File: src/rtl/renaming_reg_file_pkg.sv
// Shared types and defaults for the renaming register file and its
// checkpoint store. The rename entry carries the package-wide tag width,
// so a non-default ROB id width is changed here, alongside ROB_W.
// Optional trace build: define RF_COMMIT_TRACE_EN.
package renaming_reg_file_pkg;

    localparam int XLEN_DEF  = 32;
    localparam int ROB_W_DEF = 4;
    localparam int NREG_DEF  = 32;
    localparam int RIDX_DEF  = $clog2(NREG_DEF);

    typedef logic [RIDX_DEF-1:0] reg_id_t;

    localparam reg_id_t REG_ZERO = '0;

    typedef struct packed {
        logic                 busy;
        logic [ROB_W_DEF-1:0] tag;
    } rename_entry_t;

    // True when a retiring ROB id matches the newest writer recorded in an entry.
    function automatic logic tag_retires(rename_entry_t e, logic [ROB_W_DEF-1:0] rob);
        return e.tag == rob;
    endfunction

endpackage

File: src/rtl/rf_ckpt_store.sv
// Branch checkpoint store: a circular buffer of rename-table snapshots
// managed by head/tail/count. Snapshots keep retiring tags cleared so a
// restore never brings back a writer that has already committed.
// Optional trace build: define RF_COMMIT_TRACE_EN (prints each restore).
module rf_ckpt_store
    import renaming_reg_file_pkg::*;
#(
    parameter  int NREG       = NREG_DEF,
    parameter  int ROB_W      = ROB_W_DEF,
    parameter  int CKPT_DEPTH = 4,
    localparam int RIDX       = $clog2(NREG),
    localparam int CK_W       = $clog2(CKPT_DEPTH)
) (
    input  logic                clk_i,
    input  logic                rst_ni,
    input  logic                rdy_i,
    input  logic                flush_i,
    input  logic                take_i,
    input  logic                release_i,
    input  logic                restore_i,
    input  logic [CK_W-1:0]     restore_id_i,
    input  logic                commit_valid_i,
    input  logic [RIDX-1:0]     commit_reg_i,
    input  logic [ROB_W-1:0]    commit_rob_i,
    input  rename_entry_t       snap_tbl_i    [NREG],
    output rename_entry_t       restore_tbl_o [NREG],
    output logic [CK_W-1:0]     ckpt_id_o,
    output logic                ckpt_full_o
);

    localparam logic [CK_W:0] DEPTH_C = (CK_W+1)'(CKPT_DEPTH);

    rename_entry_t   slot_q [CKPT_DEPTH][NREG];
    logic [CK_W-1:0] head_q, head_d;
    logic [CK_W-1:0] tail_q, tail_d;
    logic [CK_W:0]   count_q, count_d;
    logic            full_q;

    logic            clr_en;
    logic            rel_ok;
    logic            take_ok;

    assign clr_en  = rdy_i && commit_valid_i && (commit_reg_i != REG_ZERO);
    assign rel_ok  = release_i && (count_q != '0);
    // A release in the same cycle frees the oldest slot, so a take still fits.
    assign take_ok = take_i && (!full_q || rel_ok) && !restore_i;

    // Restore source: the selected snapshot with this cycle's retirement applied.
    always_comb begin
        restore_tbl_o = slot_q[restore_id_i];
        if (clr_en && tag_retires(restore_tbl_o[commit_reg_i], commit_rob_i)) begin
            restore_tbl_o[commit_reg_i].busy = 1'b0;
        end
    end

    // Next head/tail/count; flush beats restore, restore beats take.
    always_comb begin
        head_d  = head_q;
        tail_d  = tail_q;
        count_d = count_q;
        if (rdy_i) begin
            if (flush_i) begin
                head_d  = '0;
                tail_d  = '0;
                count_d = '0;
            end else if (restore_i) begin
                head_d  = head_q + CK_W'(rel_ok);
                tail_d  = restore_id_i;
                count_d = {1'b0, restore_id_i - head_d};
            end else begin
                head_d  = head_q + CK_W'(rel_ok);
                tail_d  = tail_q + CK_W'(take_ok);
                count_d = count_q + (CK_W+1)'(take_ok) - (CK_W+1)'(rel_ok);
            end
        end
    end

    // Pointer state and registered full flag.
    always_ff @(posedge clk_i or negedge rst_ni) begin
        if (!rst_ni) begin
            head_q  <= '0;
            tail_q  <= '0;
            count_q <= '0;
            full_q  <= 1'b0;
        end else begin
            head_q  <= head_d;
            tail_q  <= tail_d;
            count_q <= count_d;
            full_q  <= (count_d == DEPTH_C);
        end
    end

    // Snapshot storage: capture at the tail on take, else retire matching tags.
    always_ff @(posedge clk_i) begin
        if (rdy_i && !flush_i) begin
            for (int s = 0; s < CKPT_DEPTH; s++) begin
                if (take_ok && (CK_W'(s) == tail_q)) begin
                    slot_q[s] <= snap_tbl_i;
                end else if (clr_en && tag_retires(slot_q[s][commit_reg_i], commit_rob_i)) begin
                    slot_q[s][commit_reg_i].busy <= 1'b0;
                end
            end
        end
    end

    assign ckpt_id_o   = tail_q;
    assign ckpt_full_o = full_q;

`ifdef RF_COMMIT_TRACE_EN
    // Report each accepted restore together with the resulting live count.
    always_ff @(posedge clk_i) begin
        if (rdy_i && !flush_i && restore_i) begin
            $display("rf_ckpt_store: restore id %0d count %0d", restore_id_i, count_d);
        end
    end
`else
    // Trace build disabled: no reporting logic.
`endif

endmodule

File: src/rtl/renaming_reg_file.sv
// Renaming register file: architectural values plus a per-register rename
// tag (newest in-flight ROB writer), RD_PORTS forwarding read ports and
// branch checkpoints held in rf_ckpt_store.
// Optional trace build: define RF_COMMIT_TRACE_EN (commit/restore prints and
// a shadow copy of the architectural values).
module renaming_reg_file
    import renaming_reg_file_pkg::*;
#(
    parameter  int XLEN       = XLEN_DEF,
    parameter  int NREG       = NREG_DEF,
    parameter  int ROB_W      = ROB_W_DEF,
    parameter  int RD_PORTS   = 2,
    parameter  int CKPT_DEPTH = 4,
    localparam int RIDX       = $clog2(NREG),
    localparam int CK_W       = $clog2(CKPT_DEPTH)
) (
    input  logic                      clk_in,
    input  logic                      rst_n_in,
    input  logic                      rdy_in,
    input  logic                      flush_all_in,
    input  logic                      commit_valid_in,
    input  logic [RIDX-1:0]           commit_reg_in,
    input  logic [XLEN-1:0]           commit_val_in,
    input  logic [ROB_W-1:0]          commit_rob_in,
    input  logic                      rename_valid_in,
    input  logic [RIDX-1:0]           rename_reg_in,
    input  logic [ROB_W-1:0]          rename_rob_in,
    input  logic [RD_PORTS*RIDX-1:0]  rd_id_in,
    output logic [RD_PORTS*XLEN-1:0]  rd_val_out,
    output logic [RD_PORTS-1:0]       rd_busy_out,
    output logic [RD_PORTS*ROB_W-1:0] rd_tag_out,
    output logic [RD_PORTS*ROB_W-1:0] rob_q_tag_out,
    input  logic [RD_PORTS-1:0]       rob_q_ready_in,
    input  logic [RD_PORTS*XLEN-1:0]  rob_q_val_in,
    input  logic                      ckpt_take_in,
    output logic [CK_W-1:0]           ckpt_id_out,
    output logic                      ckpt_full_out,
    input  logic                      ckpt_release_in,
    input  logic                      ckpt_restore_in,
    input  logic [CK_W-1:0]           ckpt_restore_id_in
);

    logic [XLEN-1:0] regs_q   [NREG];
    rename_entry_t   table_q  [NREG];
    rename_entry_t   table_d  [NREG];
    rename_entry_t   post_tbl [NREG];
    rename_entry_t   rest_tbl [NREG];

    logic commit_wr;
    logic rename_wr;

    assign commit_wr = rdy_in && commit_valid_in && (commit_reg_in != REG_ZERO);
    assign rename_wr = rdy_in && rename_valid_in && (rename_reg_in != REG_ZERO);

    // Live table after this cycle's commit clear and rename (rename wins).
    always_comb begin
        post_tbl = table_q;
        if (commit_wr && tag_retires(table_q[commit_reg_in], commit_rob_in)
            && !(rename_wr && (rename_reg_in == commit_reg_in))) begin
            post_tbl[commit_reg_in].busy = 1'b0;
        end
        if (rename_wr) begin
            post_tbl[rename_reg_in].busy = 1'b1;
            post_tbl[rename_reg_in].tag  = rename_rob_in;
        end
    end

    // Next live table: flush clears everything, restore reloads a snapshot.
    always_comb begin
        table_d = table_q;
        if (rdy_in) begin
            if (flush_all_in) begin
                for (int i = 0; i < NREG; i++) begin
                    table_d[i] = '0;
                end
            end else if (ckpt_restore_in) begin
                table_d = rest_tbl;
            end else begin
                table_d = post_tbl;
            end
        end
    end

    // Rename table state.
    always_ff @(posedge clk_in or negedge rst_n_in) begin
        if (!rst_n_in) begin
            for (int i = 0; i < NREG; i++) begin
                table_q[i] <= '0;
            end
        end else begin
            table_q <= table_d;
        end
    end

    // Architectural values; a commit write lands even during flush or restore.
    always_ff @(posedge clk_in or negedge rst_n_in) begin
        if (!rst_n_in) begin
            for (int i = 0; i < NREG; i++) begin
                regs_q[i] <= '0;
            end
        end else if (commit_wr) begin
            regs_q[commit_reg_in] <= commit_val_in;
        end
    end

    // Read ports: same-cycle rename, then settled value, then commit bypass, then ROB.
    always_comb begin
        logic [RIDX-1:0] rid;
        rename_entry_t   ent;
        rd_val_out    = '0;
        rd_busy_out   = '0;
        rd_tag_out    = '0;
        rob_q_tag_out = '0;
        for (int p = 0; p < RD_PORTS; p++) begin
            rid = rd_id_in[p*RIDX +: RIDX];
            ent = table_q[rid];
            rob_q_tag_out[p*ROB_W +: ROB_W] = ent.tag;
            rd_tag_out[p*ROB_W +: ROB_W]    = ent.tag;
            if (rename_valid_in && (rename_reg_in == rid) && (rid != REG_ZERO)) begin
                rd_busy_out[p]               = 1'b1;
                rd_tag_out[p*ROB_W +: ROB_W] = rename_rob_in;
                rd_val_out[p*XLEN +: XLEN]   = regs_q[rid];
            end else if (!ent.busy) begin
                rd_busy_out[p]             = 1'b0;
                rd_val_out[p*XLEN +: XLEN] = regs_q[rid];
            end else if (commit_valid_in && (commit_reg_in == rid)
                         && tag_retires(ent, commit_rob_in)) begin
                rd_busy_out[p]             = 1'b0;
                rd_val_out[p*XLEN +: XLEN] = commit_val_in;
            end else begin
                rd_busy_out[p]             = !rob_q_ready_in[p];
                rd_val_out[p*XLEN +: XLEN] = rob_q_val_in[p*XLEN +: XLEN];
            end
        end
    end

    rf_ckpt_store #(
        .NREG       (NREG),
        .ROB_W      (ROB_W),
        .CKPT_DEPTH (CKPT_DEPTH)
    ) u_ckpt (
        .clk_i          (clk_in),
        .rst_ni         (rst_n_in),
        .rdy_i          (rdy_in),
        .flush_i        (flush_all_in),
        .take_i         (ckpt_take_in),
        .release_i      (ckpt_release_in),
        .restore_i      (ckpt_restore_in),
        .restore_id_i   (ckpt_restore_id_in),
        .commit_valid_i (commit_valid_in),
        .commit_reg_i   (commit_reg_in),
        .commit_rob_i   (commit_rob_in),
        .snap_tbl_i     (post_tbl),
        .restore_tbl_o  (rest_tbl),
        .ckpt_id_o      (ckpt_id_out),
        .ckpt_full_o    (ckpt_full_out)
    );

`ifdef RF_COMMIT_TRACE_EN
    logic [XLEN-1:0] shadow_q [NREG];

    // Sim-only mirror of architectural values plus a commit log.
    always_ff @(posedge clk_in) begin
        if (commit_wr) begin
            shadow_q[commit_reg_in] <= commit_val_in;
            $display("renaming_reg_file: commit x%0d = 0x%0h rob %0d",
                     commit_reg_in, commit_val_in, commit_rob_in);
        end
    end
`else
    // Trace build disabled: no shadow copy or reporting logic.
`endif

endmodule

File: config.mk
export PLATFORM = sky130hd
export DESIGN_NAME = renaming_reg_file
export DESIGN_NICKNAME = d
export VERILOG_FILES = /design/src/rtl/renaming_reg_file_pkg.sv /design/src/rtl/rf_ckpt_store.sv /design/src/rtl/renaming_reg_file.sv
export SDC_FILE = /design/constraint.sdc
export NUM_CORES = 2
export LEC_CHECK = 0
export CAP_MARGIN = 20
export CORE_UTILIZATION = 41
export CTS_CLUSTER_SIZE = 8
export DETAILED_ROUTE_END_ITERATION = 10
export PLACE_DENSITY = 0.54
export RECOVER_POWER = 50
export SYNTH_ARGS = -nofsm -noshare
export SYNTH_HDL_FRONTEND = slang
export SYNTH_SLANG_ARGS = --single-unit
File: constraint.sdc
create_clock -name clk_in -period 7.6 [get_ports clk_in]
set_clock_uncertainty 0.2 [all_clocks]
set_input_delay 1.14 -clock clk_in [delete_from_list [all_inputs] [get_ports clk_in]]
set_output_delay 1.14 -clock clk_in [all_outputs]
set_load 0.03 [all_outputs]
==> metrics.md <==
| Metric | Value |
|---|---|
| Share of cells above drive strength 1 | `about two fifths` |
| Count of pins over their slew limit | `1199` |
| Power, Total | `around 28000 uW` |
| Die Area | `~240000 um^2` |
| Placed cells | `around 9600` |
| Post-CTS Setup Inserts | `0` |
| CTS Buf Count | `280` |
| Relative max-transition margin | `-145%` |
| Reg clk slew, reported paths | `roughly 0.050 ns` |
| Syn nets | `6856` |
| Power per Cell Area | `between 200 and 250 nW/um^2` |
| Critical path's largest stage delay | `approximately 1.8 ns` |
| Reg2reg path depth | `9` |
| Drt initial violations | `slightly below 8000` |
| P&R area growth vs syn | `13.9%` |
| Wire per inst | `between 30 and 40 um` |
| Mean area per synthesized cell | `~15 um^2` |
| Die Ht | `495 um` |
| Asr flop ratio synth | `between 60% and 70%` |
| CTS tree | `built` |
| Hold Crit Class | `register to register` |
| DP Wirelength | `between 200 and 250 mm` |
| Initial antenna violation count | `14` |
| Hold path start | `regs_q[1010]` |
| Top FF cell, synth | `dfrtp_1` |
| Ports | `around 220` |
| Global-route wire length before repair | `between 500 and 600 mm` |
| Required time worst endpoint | `roughly 8 ns` |
| Fin. Hold Viols | `0` |
| Final Cell Area | `113000 um^2` |
| Worst setup EP type | `register` |
| Number of global-route vias before repair | `~69000` |
| Maximum clock rate | `about 140 MHz` |
| Synth top area share | `approximately 30%` |
| Synthesized flop and latch total | `~1800` |
| # clock sinks | `1832` |
| PortBufs | `between 200 and 250` |
| Cts hold-fix bufs | `0` |
| Hold path depth | `0` |
| Drt pass-1 iters | `7` |
| GRT Overall Usage | `30.4%` |
| CTS root buf | `clkbuf_16` |
| Rows | `180` |
| FF-to-FF setup slack | `around 3.3 ns` |
| Final #Nets | `about 6900` |
| Largest net degree at the start of global routing | `around 170` |
| Maxcap violations | `23` |
| DP Area | `roughly 110000 um^2` |
| RePlAce Congestion | `about 0.94` |
| Worst flop-to-flop path endpoint | `table_q[14]` |
| Final WL | `approximately 370 mm` |
| Final Cycle Share | `between 90% and 100%` |
| Crit-path max FO | `around 80` |
| DRC viols | `0` |
| Failing checks | `capacitance limit, slew limit` |
| Core Region | `approximately 240000 um^2` |
| Post-synth EDFFs | `608` |
| Setup tns final | `0 ns` |
| Setup violators final | `0` |
| Post-synthesis cell area | `99500 um^2` |
| Final global-route overflow total | `0` |
| Synth area leader | `dfrtp_1` |
| Post_cts resized | `0` |
| CP cell instances | `clkdlybuf4s50_1, clkbuf_1, inv_4, nor2_1, nand3_1, buf_4, inv_6, buf_12` |
| Worst EP arrival | `~7.6 ns` |
| Starting Density | `41.3%` |
| Synth cell types | `81` |
| Seq/Total Area, Yosys | `approximately 49%` |
| Post-route ant nets | `0` |
| Drt via density | `6.79` |
| Startpoint Class | `input pin` |
| Vias | `between 60000 and 70000` |
| Max H-tree Level | `5` |
| Post-layout min period | `between 7 and 8 ns` |
| Syn. warnings | `0` |
| Slowest-stage cell, CP | `clkbuf_1` |
| RR Startpoint | `u_ckpt.slot_q[3][56]` |
| Clk_lat worst skew | `slightly above 0.9 ns` |
| Worst vdd ir | `0.206 mV` |
| Outcome | `finished, violations left` |
| Cells after Synth | `roughly 6700` |
| RSZ-0062 raised after global routing | `no` |
| Critical path class | `input pin to register` |
| Hold EP | `regs_q[1010]` |
| Synth top area cells | `dfrtp_1 30%, mux4_2 21%, edfxtp_1 18%` |
| Fin cells | `10000` |
| Leakage power | `~0.045 uW` |
| DIE WIDTH | `slightly below 500 um` |
| Slew @ Worst Pin | `about 3.7 ns` |
| Max Root-Sink Buffers | `4` |
==> state kept, by name, summed over array words and instances, names as in the netlist <==
register and flops:
u_ckpt.ckpt_full_o 1, u_ckpt.ckpt_id_o 2, u_ckpt.head_q 2, u_ckpt.slot_q 640, u_ckpt.count_q 3, table_q 160, regs_q 1024
==> cell families after synthesis <==
logic type | share of synthesized area (%)
AO/OA/AOI/OAI | 6.49
XOR/XNOR | 0.501
adder cells (fa/ha/maj) | 0.0830
buffers and inverters | 3.12
flip-flops | 49.0
multiplexers | 36.7
AND/OR/NAND/NOR | 4.15
==> final cells by class <==
class	count	area [um^2]
Fill cell	20800	127000
Antenna cell	11	27.5
Inverter	27	126
Clock inverter	9	73.8
Multi-Input combinational cell	4130	47900
Sequential cell	1832	48700
Timing Repair Buffer	472	4860
Clock buffer	381	7540
Tap cell	3185	3990
==> where the power goes <==
| part | total [uW] | switching (uW) | internal, uW |
|---|---|---|---|
| logic | 4500 | 2240 | 2260 |
| clock network | 11200 | 4410 | 6800 |
| registers | 11800 | 694 | 11100 |
==> synthesized netlist by cell type (all sizes together) (6+ instances only) <==
cell       n
dfrtp   1192
mux2    1097
mux4     944
edfxtp   608
clkbuf   505
nand2    393
mux2i    283
buf      219
o21ai    189
a22oi    183
and3     124
a221o    121
nor2     106
a21oi     78
o211ai    73
o22ai     60
nor2b     44
nand3     43
a211oi    42
dfxtp     32
nand4     31
xor2      30
xnor2     26
inv       25
o311ai    23
o221ai    22
a41o      19
nor3      19
nor4      19
a32oi     16
a31oi     15
nand2b    12
a22o      11
a41oi     11
a221oi     9
a211o      8
nor3b      7
nand3b     6
or2        6
==> critical path: cells and delay by family <==
kind,cells,cell delay [ns]
buffers and inverters,6,4.59
and+or+nand+nor,2,1.60
==> metrics by stage <==
stage	utilization, %	worst slack [ns]	hold slack (ns)
6_report	47.1	0.353	0.190
5_1_grt	47.0	0.322	0.207
4_1_cts	47.0	0.839	0.00867
2_1_floorplan	-	0.593	0.217
3_5_place_dp	43.8	0.841	0.183
3_3_place_gp	43.8	0.863	0.179
==> per-layer routing <==
layer / GRT usage, % / vias to the layer above / part of all wire, %
met5: 0 / - / 0.033
met4: 15.4 / 10 / 5.7
met3: 7.74 / 1028 / 9.6
met2: 45.8 / 3914 / 45
met1: 40.7 / 36400 / 40
li1: - / 26900 / -
==> cells in the final DEF, fill, tap and decap left out, types with 16 or more instances in the layout <==
cell type / netlist / layout
a221o_1: 121 / 121
nor2_1: 106 / 72
dfxtp_1: 32 / 32
buf_4: 25 / 191
nand2_1: 393 / 392
a41o_1: 19 / 19
nand3_1: 43 / 42
xor2_1: 30 / 30
clkbuf_1: 504 / 116
mux2_1: 0 / 50
nor2b_1: 44 / 41
mux4_2: 940 / 940
mux2i_1: 283 / 283
a22oi_1: 183 / 183
buf_12: 1 / 48
o22ai_1: 60 / 60
o21ai_0: 165 / 165
o311ai_0: 18 / 18
a21oi_1: 78 / 77
edfxtp_1: 608 / 608
o21ai_1: 24 / 24
a32oi_1: 16 / 16
a211oi_1: 42 / 42
o221ai_1: 22 / 22
dfrtp_1: 1192 / 1192
mux2_2: 1096 / 1046
nor4_1: 16 / 16
inv_1: 24 / 19
nor3_1: 19 / 18
xnor2_1: 25 / 23
o211ai_1: 73 / 73
and3_1: 124 / 124
nor2_4: 0 / 28
clkbuf_16: 0 / 290
clkdlybuf4s50_1: 0 / 164
nand4_1: 30 / 30
==> how the worst max path moves through the flow <==
stage                                from                    end  slack [ns]  cells past startpoint
after floorplan           ckpt_restore_in  u_ckpt.slot_q[2][109]        0.59                     11
after global placement        rd_id_in[0]         rd_val_out[26]        0.86                      9
after detailed placement      rd_id_in[0]          rd_val_out[7]        0.84                     10
after CTS                     rd_id_in[0]          rd_val_out[7]        0.84                     10
after global routing               rdy_in   u_ckpt.slot_q[2][14]        0.32                     10
final                              rdy_in  u_ckpt.slot_q[0][106]        0.35                      8
(Power assumes the default switching activity.)
